**config.mk**
```make
export PLATFORM = sky130hd
export DESIGN_NAME = wb_burst_reader_flat
export DESIGN_NICKNAME = d
export VERILOG_FILES = /design/src/rtl/wb_burst_reader_if.sv /design/src/rtl/wb_burst_reader.sv /design/src/flat_wrapper.sv
export SDC_FILE = /design/constraint.sdc
export NUM_CORES = 1
export LEC_CHECK = 0
export ABC_CLOCK_PERIOD_IN_PS = 4400
export CORE_ASPECT_RATIO = 0.6
export CORE_UTILIZATION = 55
export DETAILED_ROUTE_END_ITERATION = 12
export HOLD_SLACK_MARGIN = 0.15
export PLACE_DENSITY = 0.76
export SLEW_MARGIN = 20
export SYNTH_ARGS = -nofsm -noshare
export SYNTH_HDL_FRONTEND = slang
export SYNTH_SLANG_ARGS = --single-unit
```
**constraint.sdc**
```tcl
create_clock -name clk -period 4.4 [get_ports clk]
set_input_delay 0.88 -clock clk [delete_from_list [all_inputs] [get_ports clk]]
set_output_delay 0.88 -clock clk [all_outputs]
set_load 0.02 [all_outputs]
```
**src/rtl/wb_burst_reader_if.sv**
```systemverilog
// Wishbone B4 master/slave bundle used by wb_burst_reader.
interface wb_burst_reader_if;
  logic [31:0] wb_adr;
  logic [31:0] wb_dat_ms;
  logic [3:0]  wb_sel;
  logic        wb_we;
  logic        wb_cyc;
  logic        wb_stb;
  logic [2:0]  wb_cti;
  logic [1:0]  wb_bte;
  logic        wb_ack;
  logic [31:0] wb_dat_sm;

  modport master (
    output wb_adr, wb_dat_ms, wb_sel, wb_we, wb_cyc, wb_stb, wb_cti, wb_bte,
    input  wb_ack, wb_dat_sm
  );

  modport slave (
    input  wb_adr, wb_dat_ms, wb_sel, wb_we, wb_cyc, wb_stb, wb_cti, wb_bte,
    output wb_ack, wb_dat_sm
  );
endinterface

```
**src/rtl/wb_burst_reader.sv**
```systemverilog
// Wishbone burst read master draining a contiguous word run into a stream FIFO.
// Define WB_BURST_READER_CLASSIC_EN to issue classic (cti=000) cycles instead of incrementing bursts.
module wb_burst_reader #(
  parameter int BURST_LEN  = 8,
  parameter int FIFO_DEPTH = 16,
  parameter int CNT_W      = 16
) (
  input  logic              clk,
  input  logic              rst,
  input  logic              start,
  input  logic [31:0]       base_adr,
  input  logic [CNT_W-1:0]  nwords,
  output logic              busy,
  output logic              done,
  output logic [31:0]       m_data,
  output logic              m_valid,
  input  logic              m_ready,
  wb_burst_reader_if.master bus
);
  localparam int AW = $clog2(FIFO_DEPTH);
  localparam int CW = AW + 1;
`ifdef WB_BURST_READER_CLASSIC_EN
  localparam logic [2:0] CTI_MID = 3'b000;
  localparam logic [2:0] CTI_END = 3'b000;
`else
  localparam logic [2:0] CTI_MID = 3'b010;
  localparam logic [2:0] CTI_END = 3'b111;
`endif

  typedef enum logic [2:0] {S_IDLE, S_WAIT, S_BURST, S_DRAIN, S_FINISH} state_t;

  state_t           state_q, state_d;
  logic [31:0]      adr_q, adr_d;
  logic [CNT_W-1:0] rem_q, rem_d;
  logic [CW-1:0]    beat_q, beat_d, blen_q, blen_d, cnt_q, cnt_d;
  logic [CW-1:0]    free, blen;
  logic [AW-1:0]    wr_ptr_q, wr_ptr_d, rd_ptr_q, rd_ptr_d;
  logic             cyc_q, cyc_d, done_q, done_d, busy_q, busy_d;
  logic [2:0]       cti_q, cti_d;
  logic             push, pop;
  logic [31:0]      fifo_mem [FIFO_DEPTH];

  always_comb begin
    pop      = (cnt_q != '0) && m_ready;
    push     = (state_q == S_BURST) && bus.wb_ack;
    // space freed by this cycle's pop counts, so a burst can launch a cycle earlier
    free     = CW'(FIFO_DEPTH) - cnt_q + CW'(pop);
    blen     = (rem_q >= CNT_W'(BURST_LEN)) ? CW'(BURST_LEN) : CW'(rem_q);
    cnt_d    = cnt_q + CW'(push) - CW'(pop);
    wr_ptr_d = wr_ptr_q + AW'(push);
    rd_ptr_d = rd_ptr_q + AW'(pop);
    state_d  = state_q;
    adr_d    = adr_q;
    rem_d    = rem_q;
    beat_d   = beat_q;
    blen_d   = blen_q;
    cyc_d    = cyc_q;
    cti_d    = cti_q;
    done_d   = 1'b0;
    case (state_q)
      S_IDLE: if (start) begin
        if (nwords != '0) begin
          adr_d   = base_adr & ~32'd3;
          rem_d   = nwords;
          state_d = S_WAIT;
        end else begin
          state_d = S_FINISH;
          done_d  = 1'b1;
        end
      end
      S_WAIT: if (free >= blen) begin
        state_d = S_BURST;
        cyc_d   = 1'b1;
        blen_d  = blen;
        beat_d  = '0;
        cti_d   = (blen == CW'(1)) ? CTI_END : CTI_MID;
      end
      S_BURST: if (bus.wb_ack) begin
        adr_d  = adr_q + 32'd4;
        rem_d  = rem_q - 1'b1;
        beat_d = beat_q + 1'b1;
        if (beat_q == blen_q - 1'b1) begin
          cyc_d   = 1'b0;
          cti_d   = 3'b000;
          state_d = (rem_q == CNT_W'(1)) ? S_DRAIN : S_WAIT;
        end else begin
          cti_d = (beat_q + CW'(2) == blen_q) ? CTI_END : CTI_MID;
        end
      end
      S_DRAIN: if (cnt_q == '0) begin
        state_d = S_FINISH;
        done_d  = 1'b1;
      end
      S_FINISH: state_d = S_IDLE;
      default:  state_d = S_IDLE;
    endcase
    busy_d = (state_d != S_IDLE);
  end

  always_ff @(posedge clk) begin
    if (rst) begin
      state_q  <= S_IDLE;
      adr_q    <= '0;
      rem_q    <= '0;
      beat_q   <= '0;
      blen_q   <= '0;
      cnt_q    <= '0;
      wr_ptr_q <= '0;
      rd_ptr_q <= '0;
      cyc_q    <= 1'b0;
      cti_q    <= 3'b000;
      done_q   <= 1'b0;
      busy_q   <= 1'b0;
    end else begin
      assert (!(push && !pop && cnt_q == CW'(FIFO_DEPTH)));
      state_q  <= state_d;
      adr_q    <= adr_d;
      rem_q    <= rem_d;
      beat_q   <= beat_d;
      blen_q   <= blen_d;
      cnt_q    <= cnt_d;
      wr_ptr_q <= wr_ptr_d;
      rd_ptr_q <= rd_ptr_d;
      cyc_q    <= cyc_d;
      cti_q    <= cti_d;
      done_q   <= done_d;
      busy_q   <= busy_d;
    end
  end

  always_ff @(posedge clk)
    if (push) fifo_mem[wr_ptr_q] <= bus.wb_dat_sm;

  assign m_data        = fifo_mem[rd_ptr_q];
  assign m_valid       = (cnt_q != '0);
  assign busy          = busy_q;
  assign done          = done_q;
  assign bus.wb_adr    = adr_q;
  assign bus.wb_cyc    = cyc_q;
  assign bus.wb_stb    = cyc_q;
  assign bus.wb_cti    = cti_q;
  assign bus.wb_dat_ms = 32'd0;
  assign bus.wb_sel    = 4'b1111;
  assign bus.wb_we     = 1'b0;
  assign bus.wb_bte    = 2'b00;
endmodule

```
**src/flat_wrapper.sv**
```systemverilog
// flat-port wrapper written by rule: the top's interface ports become plain ports
module wb_burst_reader_flat 
#(
  parameter int BURST_LEN  = 8,
  parameter int FIFO_DEPTH = 16,
  parameter int CNT_W      = 16
)
  (clk, rst, start, base_adr, nwords, busy, done, m_data, m_valid, m_ready, bus_wb_adr, bus_wb_dat_ms, bus_wb_sel, bus_wb_we, bus_wb_cyc, bus_wb_stb, bus_wb_cti, bus_wb_bte, bus_wb_ack, bus_wb_dat_sm);
  wb_burst_reader_if bus_i ();
  input  logic clk;
  input  logic rst;
  input  logic start;
  input  logic [31:0] base_adr;
  input  logic [CNT_W-1:0] nwords;
  output logic busy;
  output logic done;
  output logic [31:0] m_data;
  output logic m_valid;
  input  logic m_ready;
  output wire logic [$bits(bus_i.wb_adr)-1:0] bus_wb_adr;
  output wire logic [$bits(bus_i.wb_dat_ms)-1:0] bus_wb_dat_ms;
  output wire logic [$bits(bus_i.wb_sel)-1:0] bus_wb_sel;
  output wire logic [$bits(bus_i.wb_we)-1:0] bus_wb_we;
  output wire logic [$bits(bus_i.wb_cyc)-1:0] bus_wb_cyc;
  output wire logic [$bits(bus_i.wb_stb)-1:0] bus_wb_stb;
  output wire logic [$bits(bus_i.wb_cti)-1:0] bus_wb_cti;
  output wire logic [$bits(bus_i.wb_bte)-1:0] bus_wb_bte;
  input wire logic [$bits(bus_i.wb_ack)-1:0] bus_wb_ack;
  input wire logic [$bits(bus_i.wb_dat_sm)-1:0] bus_wb_dat_sm;
  assign bus_wb_adr = bus_i.wb_adr;
  assign bus_wb_dat_ms = bus_i.wb_dat_ms;
  assign bus_wb_sel = bus_i.wb_sel;
  assign bus_wb_we = bus_i.wb_we;
  assign bus_wb_cyc = bus_i.wb_cyc;
  assign bus_wb_stb = bus_i.wb_stb;
  assign bus_wb_cti = bus_i.wb_cti;
  assign bus_wb_bte = bus_i.wb_bte;
  assign bus_i.wb_ack = bus_wb_ack;
  assign bus_i.wb_dat_sm = bus_wb_dat_sm;
  wb_burst_reader #(.BURST_LEN(BURST_LEN), .FIFO_DEPTH(FIFO_DEPTH), .CNT_W(CNT_W)) u_core (.clk(clk), .rst(rst), .start(start), .base_adr(base_adr), .nwords(nwords), .busy(busy), .done(done), .m_data(m_data), .m_valid(m_valid), .m_ready(m_ready), .bus(bus_i));
endmodule
```
# Word-level counts from Yosys, hierarchy flattened
# Memory sizes are Yosys's and may differ from the RTL's. A register that Yosys moved wholly into a read port is not among the register bits.
# Cells that the tools add are included.
word_totals:
  ff_bits: 80
  ramBits: 512
  in_bits: 85
  mem_count: 1
mem_list:
  columns: ["memory", "depth", "width", "read_ports", "rd_ports_with_merged_regs", "write_ports", "line", "source"]
  rows:
  - ["u_core.fifo_mem", 16, 32, 1, 1, 1, "wb_burst_reader.sv:41", "logic [31:0] fifo_mem [FIFO_DEPTH];"]
op_classes:
  n_addsub: 11
  n_lt_le_gt_ge: 2
  n_eq_ne: 12
  muxes: 37
  reduce_logical: 13
ops:
  columns: ["cell", "n"]
  rows:
  - ["32-bit 2-to-1 mux", 3]
  - ["32-bit one-hot mux with 2 select lines", 1]
  - ["16-bit 2-to-1 mux", 3]
  - ["3-bit 2-to-1 mux", 11]
  - ["32-bit by 3-bit adder with 32-bit output, second input constant", 1]
  - ["16-bit one-hot mux with 2 select lines", 1]
  - ["16-bit by 1-bit == test with 1-bit output, second input constant", 1]
  - ["16-bit by 4-bit greater-or-equal comparator with 1-bit output, second input constant", 1]
  - ["16-bit nonzero test", 1]
  - ["16-bit by 1-bit subtractor with 16-bit output, second input constant", 1]
  - ["5-bit 2-to-1 mux", 3]
  - ["3-bit one-hot mux with 4 select lines", 1]
  - ["5-bit by 1-bit adder with 5-bit output", 2]
  - ["5-bit == test", 2]
  - ["5-bit one-hot mux with 2 select lines", 1]
  - ["4-bit by 1-bit adder with 4-bit output", 2]
  - ["1-bit 2-to-1 mux", 8]
  - ["4-bit AND reduction", 2]
  - ["3-bit by 2-bit == test with 1-bit output, second input constant", 2]
  - ["2-bit != test, second input constant", 3]
  - ["3-bit one-hot mux with 2 select lines", 1]
  - ["5-bit by 1-bit adder with 5-bit output, second input constant", 1]
  - ["5-bit by 2-bit adder with 5-bit output, second input constant", 1]
  - ["5-bit by 1-bit == test with 1-bit output, second input constant", 1]
  - ["other kinds (17)", 21]

# Depth between registers and ports, before layout
# Gate-level depths: netlist (run 1).
depth:
  ltp_word: 7
  ltp_mapped: 17
  mapped_depth_nobuf: 16

# Worst setup path after synthesis (run 1)
# OpenSTA, ideal clock, no wires.
synth_path:
  kind: "in2reg"
  from: "in bus_wb_ack"
  to: "mem u_core.fifo_mem[0][0], enable pin"
  arrival_ns: 3.597
  required_ns: 3.939
  slack_ns: 0.342
  cell_stages: 3
  n_path_buf: 0
  path_cell_list: "nand2_1 or3_1 nor3_1"
synth_via:
  elab_chain_len: 3
synth_lines:
  columns: ["item", "line", "source"]
  rows:
  - ["from (decl)", "flat_wrapper.sv:28", "input wire logic [$bits(bus_i.wb_ack)-1:0] bus_wb_ack;"]
  - ["1-bit logical AND", "wb_burst_reader.sv:45", "push = (state_q == S_BURST) && bus.wb_ack;"]
  - ["1-bit 2-to-1 mux", "wb_burst_reader.sv:132", "if (push) fifo_mem[wr_ptr_q] <= bus.wb_dat_sm;"]
  - ["1-bit 2-to-1 mux (implied by the code)", "wb_burst_reader.sv:132", null]
  - ["to (decl)", "wb_burst_reader.sv:41", null]
# Every way passes these cells.

==> flow_metrics.env, run 1 <==
export IMPL_outcome="finished clean"
export IMPL_grt_use_total_pct=24.24
export IMPL_finalHoldViolCount=0
export IMPL_path_class="flop to primary output"
export IMPL_clock_skew_ns=0.01536
export IMPL_cp_common_cell="mux4_2"
export IMPL_chipHeight_um=164.4
export IMPL_synth_edff_count=512
export IMPL_maxSlewHeadroom_pct=49.63
export IMPL_postCtsSetupBuffers=0
export IMPL_power_per_cell_area_mw_per_mm2=545.4
export IMPL_crit_path_start_kind="flop"
export IMPL_endpoint_kind="primary output"
export IMPL_ys_ff_latch=589
export IMPL_cp_slowest_cell="clkdlybuf4s50_1"
export IMPL_drv_cap=0
export IMPL_die_w_um=272.6
export IMPL_dpl_cell_area_mm2=0.02648
export IMPL_gp_congestion=0.8686
export IMPL_clock_sinks=589
export IMPL_core_rowCount=59
export IMPL_rr_startpoint="u_core.rem_q[11]"
export IMPL_overflow=0
export IMPL_syn_to_final_growth_pct=16.65
export IMPL_critPathTopFamily="buffers and inverters"
export IMPL_route_detailed_drc=0
export IMPL_clkTransAtPathRegs_ns=0.06
export IMPL_cts_max_level=2
export IMPL_vias_per_cell=6.046
export IMPL_cp_depth=5
export IMPL_dr_pass1_iters=7
export IMPL_cts_tree="yes"
export IMPL_cts_root_buf="clkbuf_16"
export IMPL_final_common_cell="edfxtp_1"
export IMPL_worst_path_buf_inv=3
export IMPL_arrival_ns=3.27
export IMPL_finalCritPeriodShare_pct=94.21
export IMPL_rsz0062_at_grt="no"
export IMPL_cts_hold_buf=0
export IMPL_dieArea_mm2=0.04481
export IMPL_synth_cell_type_count=57
export IMPL_cts_made_buffers=52
export IMPL_fin_crit_ns=4.145
export IMPL_crit_fanout=21
export IMPL_ys_warn_count=0
export IMPL_route_vias_total=13210
export IMPL_setup_viol=0
export IMPL_io_buffers=152
export IMPL_grt_pass1_vias=12950
export IMPL_syn_mean_instance_area_um2=17.44
export IMPL_cpPeakStageDelay_ns=0.56
export IMPL_critPathLaunch="u_core.rd_ptr_q[0]"
export IMPL_cp_data_required_time_ns=3.52
export IMPL_final_area_mm2=0.02819
export IMPL_first_iter_violations=1444
export IMPL_cts_max_path_buffers=3
export IMPL_nNetsFinal=1670
export IMPL_ff2ff_path_depth=11
export IMPL_fmax_mhz=241.3
export IMPL_start_util_pct=55.77
export IMPL_num_io_pins=196
export IMPL_grt_antenna_before_repair=5
export IMPL_coreArea_mm2=0.04333
export IMPL_synth_ff_type="edfxtp_1"
export IMPL_setup_tns_ns=0
export IMPL_hold_class="flop to flop"
export IMPL_drive_above_1_share_pct=19.40
export IMPL_fillers=2853
export IMPL_cts_resized=0
export IMPL_syn_cell_area_mm2=0.02417
export IMPL_crit_chain="buf_12 > buf_4 > mux4_2 > mux4_2 > clkdlybuf4s50_1"
export IMPL_worstReg2RegEnd="u_core.bus.wb_cti[0]"
export IMPL_final_cell_mix="edfxtp_1 (512), mux4_2 (160), clkdlybuf4s50_1 (151), nor2_1 (77), dfxtp_1 (73)"
export IMPL_reg2reg_slack_ns=1.19
export IMPL_async_reset_ff_share_pct=0
export IMPL_synth_seq_area_share_pct=69.99
export IMPL_p_total_mw=15.38
export IMPL_grt_max_degree=73
export IMPL_slew_violations=0
export IMPL_endpoint="m_data[25]"
export IMPL_max_vdd_ir_drop_uv=353.8
export IMPL_dp_hpwl_um=29770
export IMPL_synthCells=1386
export IMPL_routed_wl_um=53560
export IMPL_post_drt_wl_per_cell_um=24.52
export IMPL_tightest_slew_ns=0.7555
export IMPL_power_leakage_nw=9.051
export IMPL_ant_nets=0
export IMPL_clkLatencyLatePin_ns=0.58
export IMPL_grt_first_pass_wirelength_um=80260
per-layer routing:
layer	GRT usage, %	part of all wire [%]	vias to the layer above
li1	-	-	5788
met1	36.02	43	6740
met2	37.86	48	595
met3	4.173	7.9	78
met4	5.720	1.8	4
met5	0	0.041	-
Yosys cell counts, types with 13 or more instances:
cell type / count / area [um^2]
inv_1: 21 / 78.83
dfxtp_1: 77 / 1541
o21ai_0: 42 / 210.2
nand3_1: 25 / 125.1
buf_2: 19 / 95.09
ha_1: 25 / 312.8
nand2_1: 68 / 255.2
nor3_1: 17 / 85.08
clkbuf_1: 41 / 153.9
xor2_1: 13 / 113.9
buf_4: 43 / 322.8
a21oi_1: 69 / 345.3
nor2_1: 89 / 334.1
edfxtp_1: 512 / 15370
mux4_2: 160 / 3603
how the worst min path moves through the flow:
stage                      from                to  slack (ns)  cells past startpoint
3_5_place_dp   u_core.blen_q[4]  u_core.blen_q[4]        0.44                      2
4_1_cts        u_core.blen_q[4]  u_core.blen_q[4]        0.45                      2
3_3_place_gp   u_core.blen_q[4]  u_core.blen_q[4]        0.43                      2
5_1_grt        u_core.blen_q[4]  u_core.blen_q[4]        0.47                      2
6_report       u_core.blen_q[4]  u_core.blen_q[4]        0.44                      2
2_1_floorplan  u_core.blen_q[4]  u_core.blen_q[4]        0.42                      2
kinds of logic after synthesis:
kind of cell,after synthesis,synth area share (%)
flip-flops,589,69.99
AND/OR/NAND/NOR,272,5.534
AO/OA/AOI/OAI,176,4.328
multiplexers,163,15.03
buffers and inverters,135,2.868
adder cells (fa/ha/maj),26,1.377
XOR/XNOR,23,0.8335
other,2,0.03107
state kept, by name (all words and copies together) (netlist names):
signal and count:
u_core.done 1, u_core.cnt_q 5, u_core.bus.wb_cyc 1, u_core.bus.wb_cti 2, u_core.rem_q 16, u_core.blen_q 5
u_core.state_q 3, u_core.bus.wb_adr 30, u_core.fifo_mem 512, u_core.rd_ptr_q 4, u_core.beat_q 5, u_core.wr_ptr_q 4
u_core.busy 1
per-stage QoR:
stage	worst slack, ns	instances	hold WS (ns)	util [%]
floorplan	0.3420	1426	0.4200	-
global placement	0.8163	2084	0.4290	61.11
detailed placement	0.8137	2084	0.4381	61.11
CTS	0.1842	2182	0.4481	65.05
global route	0.1149	2183	0.4721	65.05
finish	0.2550	2184	0.4416	65.06
power breakdown:
part | switching, mW | internal, mW | total (mW)
Sequential | 0.289 | 6.29 | 6.58
Combinational | 2.17 | 2.08 | 4.25
Clock | 1.98 | 2.56 | 4.54
Total | 4.44 | 10.9 | 15.4
layout make-up:
cell class	count	area [um^2]	share of cell area [%]
sequential	589	16930	60.04
clock buffer	65	1401	4.971
inverter	22	82.58	0.2929
clock inverter	33	304.0	1.078
timing repair buffer	192	1929	6.844
tap	579	724.4	2.570
multi-input combinational	702	6819	24.19
antenna	2	5.005	0.01775
worst register-to-register path: stages, from the launching register on:
cell,delay [ns]
dfxtp_1,0.36
nor4_1,0.59
nor4b_4,0.60
nand2_1,0.15
ha_1,0.33
a21oi_1,0.15
o21ai_0,0.13
a21oi_1,0.14
buf_4,0.21
and2_1,0.20
nor3_1,0.07
a211oi_1,0.20
(Power assumes the default switching activity.)
==> run 2, diff against run 1 <==
--- a/config.mk
+++ b/config.mk
@@ -5,9 +5,10 @@
 export SDC_FILE = /design/constraint.sdc
 export NUM_CORES = 1
 export LEC_CHECK = 0
-export ABC_CLOCK_PERIOD_IN_PS = 4400
-export CORE_ASPECT_RATIO = 0.6
-export CORE_UTILIZATION = 55
+export ABC_AREA = 1
+export ABC_CLOCK_PERIOD_IN_PS = 3800
+export CORE_ASPECT_RATIO = 2
+export CORE_UTILIZATION = 53
 export DETAILED_ROUTE_END_ITERATION = 12
 export HOLD_SLACK_MARGIN = 0.15
 export PLACE_DENSITY = 0.76
==> constraint.sdc (replaced) <==
create_clock -name clk -period 3.8 [get_ports clk]
set_input_delay 0.76 -clock clk [delete_from_list [all_inputs] [get_ports clk]]
set_output_delay 0.76 -clock clk [all_outputs]
set_load 0.02 [all_outputs]
==> run 2 against run 1 <==
  * Non-clock buffer count is 16 higher
  * Sequential power is 17% higher
  * Clock-buffer cell count is 7 lower
  * Flip-flop and latch count stayed put
  * Via count is 33% higher
  * Largest power group unchanged
==> flow_metrics.env, run 2 <==
export IMPL_grt_antenna_before_repair=4
export IMPL_chipHeight_um=315.3
export IMPL_route_detailed_drc=0
export IMPL_fillers=3667
export IMPL_grt_pass1_vias=17400
export IMPL_crit_path_start_kind="flop"
export IMPL_synthTopCellsByCount="edfxtp_1 (512), nand2_1 (249), inv_1 (222)"
export IMPL_finalHoldViolCount=0
export IMPL_grt_first_pass_wirelength_um=97250
export IMPL_max_vdd_ir_drop_uv=452.1
export IMPL_rsz0062_at_grt="no"
export IMPL_power_leakage_nw=10.33
export IMPL_cpPeakStageDelay_ns=0.67
export IMPL_rr_startpoint="u_core.rem_q[8]"
export IMPL_setup_viol=0
export IMPL_cp_common_cell="o211ai_1"
export IMPL_largest_reg_flops=512
export IMPL_synth_edff_count=512
export IMPL_overflow=0
export IMPL_yosysTopAreaCell="edfxtp_1"
export IMPL_first_iter_violations=1467
export IMPL_syn_cell_area_mm2=0.02601
export IMPL_endpoint_kind="primary output"
export IMPL_clkLatencyLatePin_ns=0.59
export IMPL_final_common_cell="edfxtp_1"
export IMPL_arrival_ns=2.85
export IMPL_clock_skew_ns=0.01662
export IMPL_synthCells=2243
export IMPL_maxSlewHeadroom_pct=38.09
export IMPL_vias_per_cell=5.731
export IMPL_dieArea_mm2=0.05003
export IMPL_drive_above_1_share_pct=7.240
export IMPL_path_class="flop to primary output"
export IMPL_synth_seq_area_share_pct=65.03
export IMPL_start_util_pct=53.80
export IMPL_die_w_um=158.7
export IMPL_largest_register="u_core.fifo_mem"
export IMPL_dp_hpwl_um=39370
export IMPL_critPathLaunch="u_core.rd_ptr_q[0]"
export IMPL_hold_path_startpoint="u_core.blen_q[4]"
export IMPL_power_per_cell_area_mw_per_mm2=628.9
export IMPL_crit_fanout=27
export IMPL_cts_root_buf="clkbuf_16"
export IMPL_synth_area_leaders="edfxtp_1 (59%), dfxtp_1 (5.9%), mux2i_1 (4.9%)"
export IMPL_coreArea_mm2=0.04835
export IMPL_syn_to_final_growth_pct=14.58
export IMPL_cts_tree="yes"
export IMPL_outcome="finished clean"
export IMPL_worst_path_buf_inv=2
export IMPL_synth_top_area_share_pct=59.10
export IMPL_synth_cell_type_count=40
export IMPL_final_cell_mix="edfxtp_1 (512), nand2_1 (249), inv_1 (221), a21oi_1 (194), o21ai_0 (182)"
export IMPL_post_drt_wl_per_cell_um=21.19
export IMPL_grt_use_total_pct=26.31
export IMPL_crit_chain="buf_4 > mux2i_1 > o211ai_1 > o211ai_1 > nand2_1 > clkdlybuf4s50_1"
export IMPL_hold_class="flop to flop"
export IMPL_grt_max_degree=131
export IMPL_setup_tns_ns=0
export IMPL_synth_ff_type="edfxtp_1"
export IMPL_cp_slowest_cell="clkdlybuf4s50_1"
export IMPL_gp_congestion=0.9389
export IMPL_cts_max_path_buffers=3
export IMPL_core_rowCount=114
export IMPL_finalCoreUtilization_pct=61.64
export IMPL_clock_sinks=589
export IMPL_fin_crit_ns=3.611
export IMPL_fmax_mhz=276.9
export IMPL_ys_ff_latch=589
export IMPL_cp_data_required_time_ns=3.04
export IMPL_nNetsFinal=2489
export IMPL_io_buffers=152
export IMPL_slew_violations=0
export IMPL_ant_nets=0
export IMPL_syn_mean_instance_area_um2=11.60
export IMPL_ys_warn_count=0
export IMPL_cts_made_buffers=47
export IMPL_num_io_pins=196
export IMPL_tightest_slew_ns=0.9252
export IMPL_clkTransAtPathRegs_ns=0.07
export IMPL_cts_max_level=2
export IMPL_yosysMostFrequentCell="edfxtp_1"
export IMPL_cts_hold_buf=0
export IMPL_dr_pass1_iters=5
export IMPL_finalCritPeriodShare_pct=95.04
export IMPL_p_total_mw=18.75
export IMPL_routed_wl_um=64790
export IMPL_route_vias_total=17530
export IMPL_async_reset_ff_share_pct=0
export IMPL_critPathTopFamily="buffers and inverters"
export IMPL_drv_cap=0
[run 2: logic make-up after synthesis]
kind of cell	count (synthesis)	share of synthesized area (%)
compound gates	556	12.10
fa+ha+maj	26	1.279
other cells	2	0.02887
mux	128	4.925
simple gates	539	8.821
flops	589	65.03
xor+xnor	13	0.4377
buf+inv	390	7.378
[run 2: power breakdown]
part           internal [mW]  switching, mW  total (mW)
Sequential              7.32          0.380        7.70
Clock                   2.82           2.33        5.15
Combinational           2.33           3.57        5.90
[run 2: final timing paths]
| kind | slack [ns] | end | depth (start not counted) |
|---|---|---|---|
| worst max-delay path | 0.19 | m_data[20] | 6 |
| worst min-delay path | 0.47 | u_core.blen_q[4] | 2 |
| worst max register to register | 0.67 | u_core.beat_q[4] | 15 |
| worst min register to register | 0.47 | u_core.blen_q[4] | 2 |
[run 2: area by class of cell]
cell class                      count  area (um^2)  share of cell area (%)
Inverter                          228        858.3                   2.880
Clock buffer                       58         1217                   4.084
Timing Repair Buffer              208         2150                   7.212
Sequential cell                   589        16930                   56.80
Clock inverter                     30        397.9                   1.335
Multi-Input combinational cell   1304         7448                   24.99
Antenna cell                        3        7.507                 0.02519
Tap cell                          638        798.3                   2.678
[run 2: worst reg2reg max path: stages, from the launching register on]
cell,delay [ns]
dfxtp_1,0.34
nor2_1,0.15
nand2_1,0.13
nor2_1,0.36
nand3_1,0.38
nor2_1,0.22
inv_1,0.06
ha_1,0.33
a21oi_1,0.18
o21a_1,0.15
nand3_1,0.07
nand2_1,0.17
nand2_1,0.13
inv_1,0.16
nand2_1,0.08
a21oi_1,0.15
[run 2: timing repair]
item | 4_1_cts | 5_1_grt
gates resized for setup | 0 | 0
setup endpoints to repair | 0 | 3
buffers inserted | 0 | 1
[run 2: layer usage]
metal  GRT usage (%)  vias up  share of wire, %
met1           28.11     8455                34
met2           48.69      711                54
met3           3.945      175               6.3
met4           14.38        4               5.3
li1                -     8180                 -
met5               0        -             0.026
[run 2: stage by stage]
step	cells	hold slack, ns	cell area [um^2]	setup WS, ns
4_1_cts	3054	0.4660	29780	0.06458
5_1_grt	3057	0.4950	29800	0.1026
3_5_place_dp	2966	0.4537	28170	0.4845
2_1_floorplan	2283	0.4307	26160	0.7941
3_3_place_gp	2966	0.4509	28170	0.5062
6_report	3058	0.4698	29810	0.1885
==> run 3, diff against run 2 <==
--- a/config.mk
+++ b/config.mk
@@ -9,6 +9,7 @@
 export ABC_CLOCK_PERIOD_IN_PS = 3800
 export CORE_ASPECT_RATIO = 2
 export CORE_UTILIZATION = 53
+export CTS_CLUSTER_DIAMETER = 80
 export DETAILED_ROUTE_END_ITERATION = 12
 export HOLD_SLACK_MARGIN = 0.15
 export PLACE_DENSITY = 0.76
==> results of run 3 <==
Final layout, timing and power as in run 2 (identical DEF).
